[config.mk]
export PLATFORM = sky130hd
export DESIGN_NAME = hilo_muldiv_sequencer_flat
export DESIGN_NICKNAME = d
export VERILOG_FILES = /design/src/rtl/hilo_muldiv_sequencer_if.sv /design/src/rtl/hilo_muldiv_sequencer.sv /design/src/flat_wrapper.sv
export SDC_FILE = /design/constraint.sdc
export NUM_CORES = 2
export LEC_CHECK = 0
export ABC_CLOCK_PERIOD_IN_PS = 13300
export BUFFER_PORTS_ARGS = -buffer_cell sky130_fd_sc_hd__buf_2
export CORE_ASPECT_RATIO = 1.4
export CORE_UTILIZATION = 55
export DETAILED_ROUTE_END_ITERATION = 10
export PLACE_DENSITY = 0.72
export SYNTH_ARGS = -nofsm -noshare
export SYNTH_HDL_FRONTEND = slang
export SYNTH_SLANG_ARGS = --single-unit
[constraint.sdc]
create_clock -name clk -period 13.3 [get_ports clk]
set_clock_uncertainty 0.1 [all_clocks]
set_input_delay 2.66 -clock clk [delete_from_list [all_inputs] [get_ports clk]]
set_output_delay 2.66 -clock clk [all_outputs]
set_load 0.03 [all_outputs]
[src/rtl/hilo_muldiv_sequencer_if.sv]
// Hi/Lo sequencer handshake: EX-side operation request,
// architectural Hi/Lo and the stall/status returned to the pipeline.
interface hilo_muldiv_sequencer_if #(
    parameter int WIDTH = 32
);
    logic             start;
    logic [2:0]       op;
    logic [WIDTH-1:0] a;
    logic [WIDTH-1:0] b;
    logic             rd_hilo;
    logic [WIDTH-1:0] hi_out;
    logic [WIDTH-1:0] lo_out;
    logic             busy;
    logic             stall;
    logic             div_by_zero;

    modport master (
        output start, op, a, b, rd_hilo,
        input  hi_out, lo_out, busy, stall, div_by_zero
    );

    modport slave (
        input  start, op, a, b, rd_hilo,
        output hi_out, lo_out, busy, stall, div_by_zero
    );
endinterface

[src/rtl/hilo_muldiv_sequencer.sv]
// Multi-cycle mult/div sequencer owning Hi/Lo for EX:
// shift-add multiplier, restoring divider, one bit per cycle.
module hilo_muldiv_sequencer #(
    parameter int WIDTH = 32
) (
    input logic clk,
    input logic rst,
    hilo_muldiv_sequencer_if.slave bus
);
    localparam int CW = $clog2(WIDTH + 1);

    localparam logic [2:0] OP_MULT  = 3'b000;
    localparam logic [2:0] OP_MULTU = 3'b001;
    localparam logic [2:0] OP_DIV   = 3'b010;
    localparam logic [2:0] OP_DIVU  = 3'b011;
    localparam logic [2:0] OP_MADD  = 3'b100;
    localparam logic [2:0] OP_MSUB  = 3'b101;
    localparam logic [2:0] OP_MTHI  = 3'b110;
    localparam logic [2:0] OP_MTLO  = 3'b111;

    typedef enum logic [1:0] {IDLE, MUL, DIV, FIN} state_t;

    state_t state_q, state_d;

    logic [CW-1:0]      cnt_q;
    logic [2:0]         op_q;
    logic               neg_q;
    logic               neg_rem_q;
    logic [2*WIDTH-1:0] mcand_q;
    logic [2*WIDTH-1:0] acc_q;
    logic [WIDTH-1:0]   mplier_q;
    logic [WIDTH-1:0]   quo_q;
    logic [WIDTH-1:0]   dvsr_q;
    logic [WIDTH-1:0]   rem_q;
    logic [WIDTH-1:0]   hi_q;
    logic [WIDTH-1:0]   lo_q;
    logic               dbz_q;

    logic               is_mul, is_div, is_signed;
    logic               is_mthi, is_mtlo;
    logic               a_neg, b_neg, b_zero;
    logic [WIDTH-1:0]   a_mag, b_mag;
    logic               last_iter;
    logic [WIDTH:0]     shifted, trial;
    logic               trial_ok;
    logic [2*WIDTH-1:0] prod, fin_hilo;
    logic [WIDTH-1:0]   quo_fix, rem_fix;

    always_comb begin
        is_mul    = 1'b0;
        is_div    = 1'b0;
        is_signed = 1'b0;
        is_mthi   = 1'b0;
        is_mtlo   = 1'b0;
        unique case (bus.op)
            OP_MULT:  begin is_mul = 1'b1; is_signed = 1'b1; end
            OP_MULTU: is_mul = 1'b1;
            OP_DIV:   begin is_div = 1'b1; is_signed = 1'b1; end
            OP_DIVU:  is_div = 1'b1;
            OP_MADD:  begin is_mul = 1'b1; is_signed = 1'b1; end
            OP_MSUB:  begin is_mul = 1'b1; is_signed = 1'b1; end
            OP_MTHI:  is_mthi = 1'b1;
            OP_MTLO:  is_mtlo = 1'b1;
        endcase
    end

    assign a_neg     = is_signed & bus.a[WIDTH-1];
    assign b_neg     = is_signed & bus.b[WIDTH-1];
    assign a_mag     = a_neg ? -bus.a : bus.a;
    assign b_mag     = b_neg ? -bus.b : bus.b;
    assign b_zero    = (bus.b == '0);
    assign last_iter = (cnt_q == CW'(WIDTH - 1));

    // Restoring step: bring in the next dividend bit, keep it if it fits.
    assign shifted  = {rem_q, quo_q[WIDTH-1]};
    assign trial    = shifted - {1'b0, dvsr_q};
    assign trial_ok = ~trial[WIDTH];

    always_comb begin
        prod    = neg_q ? -acc_q : acc_q;
        quo_fix = neg_q ? -quo_q : quo_q;
        rem_fix = neg_rem_q ? -rem_q : rem_q;
        unique case (op_q)
            OP_MADD: fin_hilo = {hi_q, lo_q} + prod;
            OP_MSUB: fin_hilo = {hi_q, lo_q} - prod;
            OP_DIV,
            OP_DIVU: fin_hilo = {rem_fix, quo_fix};
            default: fin_hilo = prod;
        endcase
    end

    always_ff @(posedge clk or posedge rst) begin
        if (rst) state_q <= IDLE;
        else     state_q <= state_d;
    end

    always_comb begin
        state_d = state_q;
        unique case (state_q)
            IDLE: begin
                if (bus.start && is_mul)                state_d = MUL;
                else if (bus.start && is_div && !b_zero) state_d = DIV;
            end
            MUL:  if (last_iter) state_d = FIN;
            DIV:  if (last_iter) state_d = FIN;
            FIN:  state_d = IDLE;
        endcase
    end

    always_comb begin
        bus.busy        = (state_q != IDLE);
        bus.stall       = bus.busy & (bus.start | bus.rd_hilo);
        bus.hi_out      = hi_q;
        bus.lo_out      = lo_q;
        bus.div_by_zero = dbz_q;
    end

    always_ff @(posedge clk or posedge rst) begin
        if (rst) begin
            cnt_q     <= '0;
            op_q      <= '0;
            neg_q     <= 1'b0;
            neg_rem_q <= 1'b0;
            mcand_q   <= '0;
            acc_q     <= '0;
            mplier_q  <= '0;
            quo_q     <= '0;
            dvsr_q    <= '0;
            rem_q     <= '0;
            hi_q      <= '0;
            lo_q      <= '0;
            dbz_q     <= 1'b0;
        end else begin
            dbz_q <= 1'b0;
            unique case (state_q)
                IDLE: if (bus.start) begin
                    if (is_mthi) hi_q <= bus.a;
                    if (is_mtlo) lo_q <= bus.a;
                    if (is_mul) begin
                        mcand_q  <= {{WIDTH{1'b0}}, a_mag};
                        mplier_q <= b_mag;
                        acc_q    <= '0;
                        neg_q    <= a_neg ^ b_neg;
                        op_q     <= bus.op;
                        cnt_q    <= '0;
                    end
                    if (is_div && b_zero) begin
                        dbz_q <= 1'b1;
                    end else if (is_div) begin
                        quo_q     <= a_mag;
                        dvsr_q    <= b_mag;
                        rem_q     <= '0;
                        neg_q     <= a_neg ^ b_neg;
                        neg_rem_q <= a_neg;
                        op_q      <= bus.op;
                        cnt_q     <= '0;
                    end
                end
                MUL: begin
                    if (mplier_q[0]) acc_q <= acc_q + mcand_q;
                    mcand_q  <= mcand_q << 1;
                    mplier_q <= mplier_q >> 1;
                    cnt_q    <= cnt_q + CW'(1);
                end
                DIV: begin
                    rem_q <= trial_ok ? trial[WIDTH-1:0]
                                      : shifted[WIDTH-1:0];
                    quo_q <= {quo_q[WIDTH-2:0], trial_ok};
                    cnt_q <= cnt_q + CW'(1);
                end
                FIN: {hi_q, lo_q} <= fin_hilo;
            endcase
        end
    end
endmodule
[src/flat_wrapper.sv]
// flat-port wrapper written by rule: the top's interface ports become plain ports
module hilo_muldiv_sequencer_flat 
#(
    parameter int WIDTH = 32
)
  (clk, rst, bus_start, bus_op, bus_a, bus_b, bus_rd_hilo, bus_hi_out, bus_lo_out, bus_busy, bus_stall, bus_div_by_zero);
  hilo_muldiv_sequencer_if #(.WIDTH(WIDTH)) bus_i ();
  input logic clk;
  input logic rst;
  input wire logic [$bits(bus_i.start)-1:0] bus_start;
  input wire logic [$bits(bus_i.op)-1:0] bus_op;
  input wire logic [$bits(bus_i.a)-1:0] bus_a;
  input wire logic [$bits(bus_i.b)-1:0] bus_b;
  input wire logic [$bits(bus_i.rd_hilo)-1:0] bus_rd_hilo;
  output wire logic [$bits(bus_i.hi_out)-1:0] bus_hi_out;
  output wire logic [$bits(bus_i.lo_out)-1:0] bus_lo_out;
  output wire logic [$bits(bus_i.busy)-1:0] bus_busy;
  output wire logic [$bits(bus_i.stall)-1:0] bus_stall;
  output wire logic [$bits(bus_i.div_by_zero)-1:0] bus_div_by_zero;
  assign bus_i.start = bus_start;
  assign bus_i.op = bus_op;
  assign bus_i.a = bus_a;
  assign bus_i.b = bus_b;
  assign bus_i.rd_hilo = bus_rd_hilo;
  assign bus_hi_out = bus_i.hi_out;
  assign bus_lo_out = bus_i.lo_out;
  assign bus_busy = bus_i.busy;
  assign bus_stall = bus_i.stall;
  assign bus_div_by_zero = bus_i.div_by_zero;
  hilo_muldiv_sequencer #(.WIDTH(WIDTH)) u_core (.clk(clk), .rst(rst), .bus(bus_i));
endmodule
==> results.py <==
metrics = {
    "outcome": {
        "outcome": "finished clean",
    },
    "clocking": {
        "cts_tree": "yes",
        "holdBufCountCts": 0,
        "htreeDepth": 2,
        "path_clk_slew_ns": 0.06,
        "cts_buffers": 40,
        "cts_buffer_depth": 3,
        "cts_resized": 0,
        "numClockSinks": 334,
        "clkLatencyLatePin_ns": 0.58,
        "clockRootBuffer": "clkbuf_16",
        "post_cts_buffers": 0,
    },
    "critical_path": {
        "crit_fanout": 10,
        "critPathKind": "flip-flop to flip-flop",
        "crit_cells": 24,
        "ff2ff_setup_slack_ns": 5.07,
        "r2r_cells": 24,
        "crit_path_end": "u_core.bus.hi_out[28]",
        "start_kind": "flip-flop",
        "crit_start": "u_core.acc_q[0]",
        "cpLargestDelayFamily": "simple AND/OR/NAND/NOR gates",
        "cp.arrival_ns": 8.61,
        "path_buf_inv": 1,
        "r2r_end": "u_core.bus.hi_out[28]",
        "path_cells": "inv_1 > ha_1 > nor4b_4 > nand4_1 > o41ai_1 > xor2_1 > nand4bb_1 > nor4b_1 > and2_1 > nand2_2 > nor2_1 > o211ai_1 > nand2_1 > xnor2_1 > ha_1 > and3_1 > nand3_1 > or3_1 > o21a_1 > o31ai_1 > a21o_1 > a211o_1 > a31oi_1 > o31ai_1",
        "r2r_start": "u_core.acc_q[0]",
        "critPathSlowestCell": "nor4b_1",
        "max_stage_delay_ns": 1.02,
        "critPathCaptureType": "flip-flop",
        "worstPathRequired_ns": 13.68,
    },
    "global_routing": {
        "antenna_found_initial": 7,
        "grt_pass1_wl_mm": 165,
        "overflow": 0,
        "grt_start_max_net_pins": 159,
        "grt_usage_pct": 38.3,
        "first_global_vias": 28800,
    },
    "yosys": {
        "synth_commonest_cells": "530 x nand2_1, 491 x o21ai_0, 334 x dfrtp_1",
        "syn_nets": 4085,
        "synth.cell_area_um2": 30300,
        "synthMostInstantiatedCell": "nand2_1",
        "synth_cells": 3843,
        "synth_fa_ha_area_share_pct": 7.15,
        "synth_top_cell_by_area": "dfrtp_1",
        "netlist.area_leader.share_pct": 27.6,
        "ys_ff_latch": 334,
        "synth-edff-count": 0,
        "ys_types": 99,
        "synth_simple_gate_area_share_pct": 18.9,
        "synth_warnings": 0,
        "synthFlopType": "dfrtp_1",
        "muxShareOfSynthArea_pct": 4.35,
        "synth_area_leaders": "dfrtp_1 28%, o21ai_0 8.1%, ha_1 6.9%, nand2_1 6.6%, xnor2_1 6.6%",
        "seq_area_frac_synth_pct": 27.6,
        "synth_compound_area_share_pct": 26.7,
        "synth_xor_area_share_pct": 11.1,
        "synthArstFlopShare_pct": 100,
        "avgSynthCellArea_um2": 7.87,
        "synth_top_family_by_area": "compound AO/OA/AOI/OAI gates",
    },
    "timing": {
        "finalCritPeriodShare_pct": 61.9,
        "fin_tns_setup_ns": 0,
        "hold_violations": 0,
        "rsz0062_at_grt": "false",
        "final-max-slew-violation-count": 0,
        "finalSetupViolCount": 0,
        "min_period_ns": 8.23,
        "worst_pin_slew_ns": 1.26,
        "slew_headroom_pct": 14.9,
        "max_freq_ghz": 0.121,
    },
    "drt": {
        "viasPerCell": 6.41,
        "first_pass_iters": 8,
        "wl_per_cell_um": 23.5,
        "drc": 0,
        "ant_nets": 0,
        "num_vias": 29400,
        "drtIter0Drc": 2369,
        "wl_mm": 108,
    },
    "floorplan": {
        "die_h_um": 279,
        "core_area_um2": 54300,
        "initial_core_util_pct": 55.7,
        "die_w_um": 200,
        "rows": 101,
        "io_pins": 138,
        "die_area_um2": 56000,
    },
    "placement": {
        "io_buffers": 137,
        "placed_cells": 4514,
        "dpl-instance-area_um2": 31300,
        "hpwlAfterDp_mm": 81.6,
        "gp_congestion": 1.00,
    },
    "layout": {
        "layout.cells.non_filler": 4590,
        "area_growth_pct": 8.14,
        "drive_gt1_share_pct": 8.09,
        "fin_nets": 4078,
        "post-route-cell-area_um2": 32700,
        "nFillCells": 5073,
    },
    "worst_hold_path": {
        "hold_class": "flip-flop to flip-flop",
        "worstHoldStart": "u_core.mplier_q[11]",
    },
    "job": {
        "cap_viol_max_count": 0,
    },
}
## cell usage in the layout (no fill, tap or decap), drive strengths merged, types with 10 or more instances in the layout
cell type	Yosys	routed
nand2	531	531
o21ai	498	498
dfrtp	334	334
a21oi	287	287
xnor2	227	227
nor2	227	227
buf	41	169
ha	168	168
xor2	156	156
mux2i	128	128
inv	109	109
a21o	80	80
o31ai	63	63
nor3	61	61
clkbuf	178	57
nand3	56	56
a211oi	46	46
nand4	42	42
or3	42	42
a22o	39	39
nor2b	38	38
nand2b	37	37
a31oi	36	36
o21bai	28	28
nor4	28	28
o41ai	27	27
o211ai	26	26
and2	24	24
or2	24	24
o21a	23	23
and3	21	21
or4	21	21
a41oi	12	12
a211o	11	11
clkinv	1	11
and4	10	10
## area by class of cell
| type | count | area [um^2] | area share, % |
|---|---|---|---|
| Multi-Input combinational cell | 3180 | 20700 | 63.3 |
| Inverter | 110 | 422 | 1.29 |
| Clock inverter | 17 | 241 | 0.738 |
| Sequential cell | 334 | 8370 | 25.6 |
| Timing Repair Buffer | 170 | 946 | 2.89 |
| Antenna cell | 2 | 5.00 | 0.0153 |
| Tap cell | 721 | 902 | 2.76 |
| Clock buffer | 56 | 1110 | 3.40 |
## registers in the layout (all words and copies together) (netlist names), 2 cells and up
name	count
u_core.dvsr_q	32
u_core.bus.lo_out	32
u_core.state_q	2
u_core.mplier_q	32
u_core.quo_q	32
u_core.bus.hi_out	32
u_core.rem_q	32
u_core.acc_q	64
u_core.mcand_q	64
u_core.cnt_q	6
u_core.op_q	3
## worst register-to-register path, cell delays in order (launching register included)
cell	delay, ns
dfrtp_1	0.55
inv_1	0.16
ha_1	0.31
nor4b_4	0.55
nand4_1	0.43
o41ai_1	0.45
xor2_1	0.55
nand4bb_1	0.16
nor4b_1	1.02
and2_1	0.33
nand2_2	0.13
nor2_1	0.21
o211ai_1	0.13
nand2_1	0.11
xnor2_1	0.11
ha_1	0.49
and3_1	0.33
nand3_1	0.12
or3_1	0.32
o21a_1	0.24
o31ai_1	0.72
a21o_1	0.22
a211o_1	0.13
a31oi_1	0.09
o31ai_1	0.19
## cell families (layout without fill, tap and decap cells)
| family | Yosys count | in the layout |
|---|---|---|
| compound gates | 1298 | 1298 |
| xor+xnor | 383 | 383 |
| fa+ha+maj | 171 | 171 |
| buf+inv | 329 | 353 |
| flops | 334 | 334 |
| mux | 131 | 131 |
| other cells | 0 | 2 |
| simple gates | 1197 | 1197 |
## layer usage
metal | global-route usage [%] | vias to the layer above | wire, um
met5 | 0 | - | 76
met4 | 37.2 | 12 | 11900
met3 | 7.35 | 521 | 6520
met2 | 65.7 | 1135 | 52100
met1 | 38.8 | 13900 | 37500
li1 | - | 13900 | -
## stage by stage
step | setup WS, ns | hold WS, ns | utilization (%)
6_report | 5.07 | 0.379 | 60.2
5_1_grt | 4.50 | 0.409 | 60.2
4_1_cts | 5.47 | 0.384 | 60.2
3_5_place_dp | 5.51 | 0.371 | 57.7
3_3_place_gp | 5.52 | 0.362 | 57.7
2_1_floorplan | 1.29 | 0.349 | -
## worst min-delay path by stage
stage / cells past startpoint / to / slack [ns]
after CTS: 2 / u_core.mplier_q[17] / 0.38
after global placement: 2 / u_core.mplier_q[12] / 0.36
final: 2 / u_core.mplier_q[11] / 0.38
after detailed placement: 2 / u_core.mplier_q[12] / 0.37
after global routing: 2 / u_core.mplier_q[17] / 0.41
after floorplan: 2 / u_core.mplier_q[10] / 0.35
Power is left out: the tool's default activity adds up to more than one toggle a clock period on the data nets, which glitch-free logic cannot reach.
